**src/rtl/ma_clk_cfg_pkg.sv**
```systemverilog
// Shared definitions for the clock-group configuration block: domain indices,
// register map offsets, field bit positions and sequencer states.
package ma_clk_cfg_pkg;

  localparam int N_DOM = 5;

  typedef enum logic [2:0] {
    DOM_CPU = 3'd0,
    DOM_AXI = 3'd1,
    DOM_APB = 3'd2,
    DOM_I2C = 3'd3,
    DOM_IMP = 3'd4
  } dom_e;

  // Byte offset of STATUS; CFG_d lives at 4*d below it.
  localparam logic [4:0] OFF_STATUS = 5'h14;

  // CFG_d field positions (divider occupies [DIV_DW-1:0]).
  localparam int TOG_BIT  = 8;
  localparam int CKEN_BIT = 9;
  localparam int ICG_BIT  = 10;

  // STATUS field positions.
  localparam int ST_BUSY_BIT = 0;
  localparam int ST_PEND_LSB = 1;
  localparam int ST_ACT_LSB  = 6;

  typedef enum logic [2:0] {
    ST_IDLE   = 3'd0,
    ST_GATE   = 3'd1,
    ST_WAIT_G = 3'd2,
    ST_APPLY  = 3'd3,
    ST_WAIT_S = 3'd4,
    ST_UNGATE = 3'd5
  } state_e;

  // Index of the lowest set bit; lower index means higher service priority.
  function automatic dom_e lowest_set(input logic [N_DOM-1:0] v);
    dom_e idx;
    idx = DOM_CPU;
    for (int i = N_DOM - 1; i >= 0; i--) begin
      if (v[i]) idx = dom_e'(i);
    end
    return idx;
  endfunction

endpackage

```
**src/rtl/ma_clk_cfg_regfile.sv**
```systemverilog
// APB register decode, per-domain shadow registers, pending-change bits and
// the read mux.
// Handshake: zero-wait APB-lite; an access is psel&penable, the write commits
// on the clock edge that ends the access cycle, and read data / slave error
// are a combinational function of registers during that same cycle.
module ma_clk_cfg_regfile
  import ma_clk_cfg_pkg::*;
#(
  parameter int DIV_DW  = 4,
  parameter int RST_DIV = 1
) (
  input  logic                      clk_i,
  input  logic                      rst_i,
  input  logic                      psel_i,
  input  logic                      penable_i,
  input  logic                      pwrite_i,
  input  logic [4:0]                paddr_i,
  input  logic [31:0]               pwdata_i,
  input  logic [N_DOM*DIV_DW-1:0]   live_div_i,
  input  logic [N_DOM-1:0]          live_tog_i,
  input  logic [N_DOM-1:0]          live_cken_i,
  input  logic                      busy_i,
  input  dom_e                      active_i,
  input  logic [N_DOM-1:0]          clr_i,
  output logic [31:0]               prdata_o,
  output logic                      pslverr_o,
  output logic [N_DOM*DIV_DW-1:0]   shd_div_o,
  output logic [N_DOM-1:0]          shd_tog_o,
  output logic [N_DOM-1:0]          shd_cken_o,
  output logic [N_DOM-1:0]          shd_icg_o,
  output logic [N_DOM-1:0]          pending_o,
  output logic [N_DOM-1:0]          pend_nxt_o
);

  localparam logic [2:0] IDX_STATUS = OFF_STATUS[4:2];

  logic [N_DOM*DIV_DW-1:0] shd_div_q;
  logic [N_DOM-1:0]        shd_tog_q, shd_cken_q, shd_icg_q, pending_q;
  logic [N_DOM-1:0]        set_pend;
  logic                    acc, wr_cfg, is_cfg, is_status, bad_addr;
  logic [2:0]              idx;
  logic [DIV_DW-1:0]       w_div;
  logic                    w_tog, w_cken, w_icg;
  logic                    unused_bits;

  assign acc       = psel_i & penable_i;
  assign idx       = paddr_i[4:2];
  assign is_cfg    = (idx < IDX_STATUS);
  assign is_status = (idx == IDX_STATUS);
  assign bad_addr  = (idx > IDX_STATUS);
  assign wr_cfg    = acc & pwrite_i & is_cfg;

  assign w_div  = pwdata_i[DIV_DW-1:0];
  assign w_tog  = pwdata_i[TOG_BIT];
  assign w_cken = pwdata_i[CKEN_BIT];
  assign w_icg  = pwdata_i[ICG_BIT];

  assign unused_bits = ^{paddr_i[1:0], pwdata_i};

  // A divider/toggle/enable change needs a sequence if it differs from the live
  // value, or from the shadow (catches a revert while a snapshot is in flight).
  always_comb begin
    set_pend = '0;
    for (int d = 0; d < N_DOM; d++) begin
      if (wr_cfg && (idx == 3'(d))) begin
        if (({w_div, w_tog, w_cken} !=
             {live_div_i[d*DIV_DW +: DIV_DW], live_tog_i[d], live_cken_i[d]}) ||
            ({w_div, w_tog, w_cken} !=
             {shd_div_q[d*DIV_DW +: DIV_DW], shd_tog_q[d], shd_cken_q[d]})) begin
          set_pend[d] = 1'b1;
        end
      end
    end
  end

  // A new request wins over the sequencer's clear of the same domain.
  assign pend_nxt_o = (pending_q & ~clr_i) | set_pend;

  // Shadow registers and pending bits.
  always_ff @(posedge clk_i) begin
    if (rst_i) begin
      shd_div_q  <= {N_DOM{DIV_DW'(RST_DIV)}};
      shd_tog_q  <= '0;
      shd_cken_q <= '1;
      shd_icg_q  <= '1;
      pending_q  <= '0;
    end else begin
      pending_q <= pend_nxt_o;
      for (int d = 0; d < N_DOM; d++) begin
        if (wr_cfg && (idx == 3'(d))) begin
          shd_div_q[d*DIV_DW +: DIV_DW] <= w_div;
          shd_tog_q[d]  <= w_tog;
          shd_cken_q[d] <= w_cken;
          shd_icg_q[d]  <= w_icg;
        end
      end
    end
  end

  // Read mux; zero outside an access and for unmapped addresses.
  always_comb begin
    prdata_o  = '0;
    pslverr_o = acc & bad_addr;
    if (acc) begin
      if (is_status) begin
        prdata_o[ST_BUSY_BIT]          = busy_i;
        prdata_o[ST_PEND_LSB +: N_DOM] = pending_q;
        prdata_o[ST_ACT_LSB +: 3]      = active_i;
      end else begin
        for (int d = 0; d < N_DOM; d++) begin
          if (is_cfg && (idx == 3'(d))) begin
            prdata_o[DIV_DW-1:0] = shd_div_q[d*DIV_DW +: DIV_DW];
            prdata_o[TOG_BIT]    = shd_tog_q[d];
            prdata_o[CKEN_BIT]   = shd_cken_q[d];
            prdata_o[ICG_BIT]    = shd_icg_q[d];
          end
        end
      end
    end
  end

  assign shd_div_o  = shd_div_q;
  assign shd_tog_o  = shd_tog_q;
  assign shd_cken_o = shd_cken_q;
  assign shd_icg_o  = shd_icg_q;
  assign pending_o  = pending_q;

endmodule

```
**src/rtl/ma_clk_cfg_seq.sv**
```systemverilog
// Clock-group configuration block: owns the glitch-safe change sequencer
// (gate ICG, wait, apply divider, settle, restore ICG) and the live outputs.
module ma_clk_cfg_seq
  import ma_clk_cfg_pkg::*;
#(
  parameter int DIV_DW     = 4,
  parameter int GATE_CYC   = 32,
  parameter int SETTLE_CYC = 32,
  parameter int RST_DIV    = 1
) (
  input  logic                    src_clk,
  input  logic                    src_rst,
  input  logic                    psel,
  input  logic                    penable,
  input  logic                    pwrite,
  input  logic [4:0]              paddr,
  input  logic [31:0]             pwdata,
  output logic [31:0]             prdata,
  output logic                    pready,
  output logic                    pslverr,
  output logic [N_DOM*DIV_DW-1:0] reg_clk_div,
  output logic [N_DOM-1:0]        reg_clk_tog,
  output logic [N_DOM-1:0]        reg_clk_cken,
  output logic [N_DOM-1:0]        reg_icg_on,
  output logic                    busy,
  output logic [2:0]              dbg_state
);

  localparam int CNT_MAX = (GATE_CYC > SETTLE_CYC) ? GATE_CYC : SETTLE_CYC;
  localparam int CNT_W   = $clog2(CNT_MAX + 1);

  state_e                  state_q;
  dom_e                    active_q, pick;
  logic [CNT_W-1:0]        cnt_q;
  logic [DIV_DW-1:0]       snap_div_q;
  logic                    snap_tog_q, snap_cken_q;
  logic [N_DOM*DIV_DW-1:0] div_q;
  logic [N_DOM-1:0]        tog_q, cken_q, icg_q;
  logic                    busy_q;

  logic [N_DOM*DIV_DW-1:0] shd_div;
  logic [N_DOM-1:0]        shd_tog, shd_cken, shd_icg, pending, pend_nxt, clr_pend;

  ma_clk_cfg_regfile #(
    .DIV_DW  (DIV_DW),
    .RST_DIV (RST_DIV)
  ) u_regfile (
    .clk_i       (src_clk),
    .rst_i       (src_rst),
    .psel_i      (psel),
    .penable_i   (penable),
    .pwrite_i    (pwrite),
    .paddr_i     (paddr),
    .pwdata_i    (pwdata),
    .live_div_i  (div_q),
    .live_tog_i  (tog_q),
    .live_cken_i (cken_q),
    .busy_i      (busy_q),
    .active_i    (active_q),
    .clr_i       (clr_pend),
    .prdata_o    (prdata),
    .pslverr_o   (pslverr),
    .shd_div_o   (shd_div),
    .shd_tog_o   (shd_tog),
    .shd_cken_o  (shd_cken),
    .shd_icg_o   (shd_icg),
    .pending_o   (pending),
    .pend_nxt_o  (pend_nxt)
  );

  assign pick     = lowest_set(pending);
  assign clr_pend = ((state_q == ST_IDLE) && (|pending)) ? (N_DOM'(1) << pick) : '0;

  // Sequencer FSM plus live divider/toggle/enable/ICG outputs and busy flag.
  always_ff @(posedge src_clk) begin
    if (src_rst) begin
      state_q     <= ST_IDLE;
      active_q    <= DOM_CPU;
      cnt_q       <= '0;
      snap_div_q  <= DIV_DW'(RST_DIV);
      snap_tog_q  <= 1'b0;
      snap_cken_q <= 1'b1;
      div_q       <= {N_DOM{DIV_DW'(RST_DIV)}};
      tog_q       <= '0;
      cken_q      <= '1;
      icg_q       <= '1;
      busy_q      <= 1'b0;
    end else begin
      // Domains outside an active sequence follow their shadow ICG next cycle.
      for (int d = 0; d < N_DOM; d++) begin
        if ((state_q == ST_IDLE) || (active_q != dom_e'(d))) icg_q[d] <= shd_icg[d];
      end
      case (state_q)
        ST_IDLE: begin
          if (|pending) begin
            active_q    <= pick;
            snap_div_q  <= shd_div[int'(pick)*DIV_DW +: DIV_DW];
            snap_tog_q  <= shd_tog[pick];
            snap_cken_q <= shd_cken[pick];
            state_q     <= ST_GATE;
            busy_q      <= 1'b1;
          end else begin
            busy_q <= |pend_nxt;
          end
        end
        ST_GATE: begin
          icg_q[active_q] <= 1'b0;
          cnt_q           <= CNT_W'(GATE_CYC - 1);
          state_q         <= ST_WAIT_G;
        end
        ST_WAIT_G: begin
          if (cnt_q == '0) state_q <= ST_APPLY;
          else             cnt_q   <= cnt_q - 1'b1;
        end
        ST_APPLY: begin
          div_q[int'(active_q)*DIV_DW +: DIV_DW] <= snap_div_q;
          tog_q[active_q]  <= snap_tog_q;
          cken_q[active_q] <= snap_cken_q;
          cnt_q            <= CNT_W'(SETTLE_CYC - 1);
          state_q          <= ST_WAIT_S;
        end
        ST_WAIT_S: begin
          if (cnt_q == '0) state_q <= ST_UNGATE;
          else             cnt_q   <= cnt_q - 1'b1;
        end
        ST_UNGATE: begin
          icg_q[active_q] <= shd_icg[active_q];
          state_q         <= ST_IDLE;
          busy_q          <= |pend_nxt;
        end
        default: state_q <= ST_IDLE;
      endcase
    end
  end

  assign pready       = 1'b1;
  assign reg_clk_div  = div_q;
  assign reg_clk_tog  = tog_q;
  assign reg_clk_cken = cken_q;
  assign reg_icg_on   = icg_q;
  assign busy         = busy_q;
  assign dbg_state    = state_q;

endmodule

```
**config.mk**
```make
export PLATFORM = sky130hd
export DESIGN_NAME = ma_clk_cfg_seq
export DESIGN_NICKNAME = d
export VERILOG_FILES = /design/src/rtl/ma_clk_cfg_pkg.sv /design/src/rtl/ma_clk_cfg_regfile.sv /design/src/rtl/ma_clk_cfg_seq.sv
export SDC_FILE = /design/constraint.sdc
export NUM_CORES = 1
export LEC_CHECK = 0
export ABC_AREA = 1
export BUFFER_PORTS_ARGS = -buffer_cell sky130_fd_sc_hd__buf_4
export CORE_UTILIZATION = 35
export CTS_CLUSTER_DIAMETER = 150
export DETAILED_ROUTE_END_ITERATION = 16
export GPL_ROUTABILITY_DRIVEN = 0
export GPL_TIMING_DRIVEN = 0
export PLACE_DENSITY = 0.66
export SKIP_CTS_REPAIR_TIMING = 1
export SLEW_MARGIN = 20
export SYNTH_ARGS = -nofsm -noshare
export SYNTH_HDL_FRONTEND = slang
export SYNTH_SLANG_ARGS = --single-unit
```
**constraint.sdc**
```tcl
create_clock -name src_clk -period 5.5 [get_ports src_clk]
set_clock_uncertainty 0.15 [all_clocks]
set_input_delay 0.275 -clock src_clk [delete_from_list [all_inputs] [get_ports src_clk]]
set_output_delay 0.275 -clock src_clk [all_outputs]
set_load 0.1 [all_outputs]
```
Word-level counts from Yosys, hierarchy flattened
Cells that the tools add are included.

Add/sub/neg operators: 2. Order comparisons: 5. Equal/unequal tests: 28. Shift operators: 4. Muxes and demuxes: 62. Bitwise gates (word level): 9. Reductions and logical operators: 35.

Operators with widths (number): 6-bit inequality test (10); 3-bit 2-to-1 mux (13); 5-bit negator with 33-bit output (1); 4-bit by 33-bit variable shift with 20-bit output (first input constant) (1); 4-bit by 33-bit variable part select with 20-bit output (1); 4-bit 2-to-1 mux (7); 1-bit 2-to-1 mux (26); 20-bit bitwise mux (1); 20-bit by 6-bit variable part select with 4-bit output (1); 5-bit bitwise mux (3); 3-bit one-hot mux with 5 select lines (1); 3-bit by 2-bit == test with 1-bit output (second input constant) (4); 3-bit == test (second input constant) (4); 1-bit logical AND (12); 6-bit one-hot mux with 2 select lines (1); 11-bit 2-to-1 mux (1); 5-bit AND (2); 1-bit logical OR (10); 5-bit inverter (2); 5-bit one-hot mux with 2 select lines (1); 5-bit OR reduction (2); 1-bit binary-select mux with 3-bit select (3); 3-bit by 4-bit less-than comparator with 1-bit output (second input constant) (2); 3-bit by 1-bit == test with 1-bit output (second input constant) (2); other kinds (24) (34).

Register bits: 94. Input bits: 42. Output and inout port bits: 73. Word-level logic and storage cells: 177.

Longest topological paths before layout
Depth after elaboration: 13. Gate-level depth with buffers: 13. Mapped depth without buffers: 12.

Hierarchy
Synthesis repeated with hierarchy kept, for this count alone.

Cells, all modules: 904. Area, all modules: 5840.6 µm².

By module, submodules not included: ma_clk_cfg_seq (times used 1, cells each 442, area an instance 3000.4 µm², sequential area each 1081.0 µm²); ma_clk_cfg_regfile (times used 1, cells each 462, area an instance 2840.2 µm², sequential area each 800.8 µm²).

Worst setup path after synthesis
Ideal clock, no wire load.

Path type: input to output. From: input paddr[3]. To: output prdata[9]. Data arrival time: 3.185 ns. Slack: 1.890 ns. Cell stages on the path: 5. Path buffers: 0. Cell sequence: nor2_1 nand2_1 inv_1 a21oi_1 a311oi_1.

Word-level cells in the longest chain between the ends: 9. Elaborated cells on any way between the ends: 19. Classes of those cells: order compare (1); eq/ne (5); mux (7); reduce/logical (6).

Ends and longest elaborated chain: start, declared (RTL line ma_clk_cfg_seq.sv:16) `input logic [4:0] paddr,`; 3-bit less-than comparator / 3-bit logical NOT (equally long branches) (RTL line ma_clk_cfg_regfile.sv:48, ma_clk_cfg_regfile.sv:111); 1-bit logical AND (RTL line ma_clk_cfg_regfile.sv:111) `if (is_cfg && (idx == 3'(d))) begin`; 3-bit 2-to-1 mux (5 in a row) (RTL line ma_clk_cfg_regfile.sv:111); 2-bit 2-to-1 mux (*) (RTL line ma_clk_cfg_regfile.sv:105) `if (is_status) begin`; 11-bit 2-to-1 mux (*) (RTL line ma_clk_cfg_regfile.sv:104) `if (acc) begin`; end, declared (RTL line ma_clk_cfg_seq.sv:18) `output logic [31:0] prdata,`.

Every way passes the cells marked *; elsewhere a longest branch is shown, timed or not.

Worst setup path in the final report
From: register active_q[0]. To: register div_q[18], in the netlist reg_clk_div[18].

Word-level cells in the longest chain between the ends: 3. Elaborated cells on any way between the ends: 4. Classes of those cells: add/sub (1); shift (2); mux (1).

Ends and longest elaborated chain: start, declared (RTL line ma_clk_cfg_seq.sv:33) `dom_e active_q, pick;`; start signal, assigned (RTL line ma_clk_cfg_seq.sv:96) `active_q <= pick;`; 5-bit negator with 33-bit output (*) (RTL line ma_clk_cfg_seq.sv:116) `div_q[int'(active_q)*DIV_DW +: DIV_DW] <= snap_div_q;`; 4-bit by 33-bit variable part select with 20-bit output / 4-bit by 33-bit variable shift with 20-bit output (equally long branches) (RTL line ma_clk_cfg_seq.sv:116); 20-bit bitwise mux (*) (RTL line ma_clk_cfg_seq.sv:116); end signal, assigned (RTL line ma_clk_cfg_seq.sv:83) `div_q <= {N_DOM{DIV_DW'(RST_DIV)}};`; end signal, assigned by index (RTL line ma_clk_cfg_seq.sv:116); end, declared (RTL line ma_clk_cfg_seq.sv:37) `logic [N_DOM*DIV_DW-1:0] div_q;`.

Marked as above. A chain may end at the register's enable or synchronous reset.

==> results.tsv <==
stage	metric	value	unit
worst_setup_path	crit_buf_inv	5	
layout	regArea	0.00188	mm2
layout	final_util	0.435	
grt	grt_max_degree	15	
logic_synthesis	netlist.area_leader.share	0.338	
routing	wl_per_cell	17.0	um
grt	grt_pass1_vias	5173	
cts	h-tree-depth	3	
logic_synthesis	syn_inst	819	
logic_synthesis	ys_async_sr_fraction	0	
cts	clkTransAtPathRegs	0.07	ns
timing	final-max-slew-violation-count	0	
timing	relSlewSlack	0.472	
floorplan	core	0.0154	mm2
layout	nets	963	
cts	cts_sinks	94	
worst_setup_path	worstSetupPathDepth	12	
timing	finalHoldViolations	0	
worst_setup_path	crit_path_frequent_cell	inv_1	
cts	root_buffer	clkbuf_16	
routing	drc	0	
run_status	outcome	completed	
pwr	ir_drop	309	uV
timing	tightest_slew	0.792	ns
worst_setup_path	slowest_stage	dfxtp_1	
timing	max_freq	341	MHz
grt	grt_antenna_before_repair	0	
place	dp_worst_setup_slack	2.63	ns
worst_setup_path	start_kind	register	
layout	drive_above_1_share	0.179	
timing	post-route-period-util	0.534	
layout	multi_input_area	0.00304	mm2
floorplan	fp.dieH	128	um
logic_synthesis	yosys.area.top_type	dfxtp_1	
logic_synthesis	ys_ff_latch	94	
worst_setup_path	cpPeakStageDelay	0.37	ns
worst_setup_path	r2r_slack	2.57	ns
layout	final_common_cell	nand2_1	
floorplan	initial_core_util	0.362	
layout	n_antenna_cell	0	
timing	setup_tns	0	ns
layout	mostFrequentLayoutCells	nand2_1, dfxtp_1, inv_1	
routing	routed_wl	19.2	mm
worst_setup_path	crit_required	5.60	ns
layout	syn_to_final_growth	20.1	%
hold_path	hp-start	pwdata[10]	
worst_setup_path	crit_fanout	11	
worst_setup_path	endpoint	reg_clk_div[18]$_SDFFE_PP0P_	
cts	max-clock-path-buffers	2	
floorplan	fp.dieW	128	um
hold_path	hp-class	in -> reg	
worst_setup_path	cp-startpoint	active_q[0]$_SDFFE_PP0P_	
worst_setup_path	crit_family	simple AND/OR/NAND/NOR gates	
routing	viasPerCell	5.18	
floorplan	ios	115	
place	place_hpwl	14.5	mm
timing	rsz0062_at_grt	no	
worst_setup_path	r2r_end	reg_clk_div[18]$_SDFFE_PP0P_	
cts	insertion_delay	0.36	ns
worst_setup_path	path_class	reg -> reg	
grt	grt_remaining_overflow	0	
logic_synthesis	yosysWarnings	0	
grt	grt_pass1_wl	29.4	mm
worst_setup_path	cp-end-kind	register	
worst_setup_path	crit_chain	buf_2 > inv_1 > buf_2 > ha_1 > ha_1 > inv_1 > nor2_1 > nand3_2 > nor2_2 > inv_1 > o21ai_0 > a21oi_1	
logic_synthesis	synth_area	0.00557	mm2
run	drv_cap	0	
timing	setup_viol	0	
cts	cts_buffers	9	
layout	nFillCells	1608	
logic_synthesis	synthFlopType	dfxtp_1	
timing	min_period	2.93	ns
worst_setup_path	cp_data_arrival_time	3.04	ns
worst_setup_path	r2r_cells	12	
cts	tritoncts	yes	
place	numPortBuffers	63	
pwr	power_leakage	0.00303	uW
floorplan	placementRows	45	
logic_synthesis	synth_cell_types	50	
logic_synthesis	avgSynthCellArea	6.80	um2
routing	ant_nets	0	
floorplan	dieArea	0.0164	mm2
routing	dr.pass1.iters	5	
grt	grtUsageTotal	0.239	
timing	hold_ws	0.0230	ns
logic_synthesis	synth_edf_count	0	
worst_setup_path	rr_startpoint	active_q[0]$_SDFFE_PP0P_	
pwr	powerDensity	294	mW/mm2
logic_synthesis	ys_seq_area_frac	0.338	
routing	vias	5838	
timing	setup_ws	2.57	ns
logic_synthesis	synth_area_leaders	dfxtp_1, nand2_1, o21ai_0	
routing	first_iter_violations	764	
-- worst reg2reg max path: stages (launching register included) --
cell	delay, ns
dfxtp_1	0.37
buf_2	0.20
inv_1	0.06
buf_2	0.20
ha_1	0.25
ha_1	0.33
inv_1	0.05
nor2_1	0.34
nand3_2	0.18
nor2_2	0.32
inv_1	0.14
o21ai_0	0.18
a21oi_1	0.06
-- flip-flops by register name, indices dropped and copies added, names as in the netlist --
signal	cells
reg_clk_div	20
u_regfile.shd_div_o	20
reg_icg_on	5
u_regfile.pending_o	5
snap_cken_q	1
cnt_q	6
active_q	3
u_regfile.shd_tog_o	5
reg_clk_cken	5
busy	1
u_regfile.shd_icg_o	5
snap_div_q	4
reg_clk_tog	5
u_regfile.shd_cken_o	5
snap_tog_q	1
dbg_state	3
-- per-stage QoR --
| step | cell area [um2] | power [uW] | cells |
|---|---|---|---|
| after floorplan | 5640 | 1190 | 839 |
| after global placement | 6380 | 1300 | 1113 |
| after detailed placement | 6380 | 1300 | 1113 |
| after CTS | 6680 | 1970 | 1128 |
| after global routing | 6680 | 2050 | 1128 |
| final | 6680 | 1970 | 1128 |
-- worst min-delay path by stage --
stage                                          end  cells after the start
2_1_floorplan  u_regfile.shd_icg_o[0]$_SDFFE_PP1P_                      2
6_report       u_regfile.shd_icg_o[0]$_SDFFE_PP1P_                      3
5_1_grt        u_regfile.shd_icg_o[0]$_SDFFE_PP1P_                      3
3_3_place_gp           reg_clk_div[3]$_SDFFE_PP0P_                      2
3_5_place_dp           reg_clk_div[3]$_SDFFE_PP0P_                      2
4_1_cts        u_regfile.shd_icg_o[0]$_SDFFE_PP1P_                      3
-- power by group --
part	internal [uW]	leakage, uW	switching (uW)
logic	147	0.00212	393
clock network	396	0.000146	277
registers	717	0.000760	35.5
total	1260	0.00303	706
-- Yosys cell counts, types with 2 or more instances --
cell	number
nand2_1	154
dfxtp_1	94
inv_1	92
o21ai_0	80
a21oi_1	78
nor2_1	78
nand3_1	36
buf_4	25
nor3_1	17
xnor2_1	15
buf_2	12
o211ai_1	12
clkbuf_1	11
inv_2	11
o21ai_1	11
nor2_4	9
ha_1	8
a22oi_1	7
a31oi_1	7
a211oi_1	6
nand2_2	6
o22ai_1	5
nand4_1	4
nor2_2	4
o31ai_1	3
or2_2	3
buf_6	2
conb_1	2
inv_4	2
nand2_4	2
nor3_2	2
nor3_4	2
nor3b_1	2
-- final cells by class --
cell class / instances / share of cell area
Timing Repair Buffer: 63 / 0.0708
Tap cell: 211 / 0.0395
Sequential cell: 94 / 0.282
Buffer: 50 / 0.0466
Multi-Input combinational cell: 589 / 0.456
Clock buffer: 11 / 0.0348
Inverter: 106 / 0.0603
Clock inverter: 4 / 0.0109
-- metal layers --
metal  GRT usage  share of wire  vias to the layer above
met1       0.327           0.44                     2632
li1            -              -                     2842
met3      0.0593          0.095                       42
met4      0.0990          0.034                        0
met5           0              0                        -
met2       0.355           0.43                      322
-- cell families after synthesis --
| group | after synthesis | share of synthesized area |
|---|---|---|
| xor+xnor | 16 | 0.0252 |
| mux | 1 | 0.00202 |
| buf+inv | 156 | 0.128 |
| flops | 94 | 0.338 |
| fa+ha+maj | 8 | 0.0180 |
| simple gates | 325 | 0.271 |
| other cells | 2 | 0.00135 |
| compound gates | 217 | 0.216 |
(Power assumes the default switching activity.)
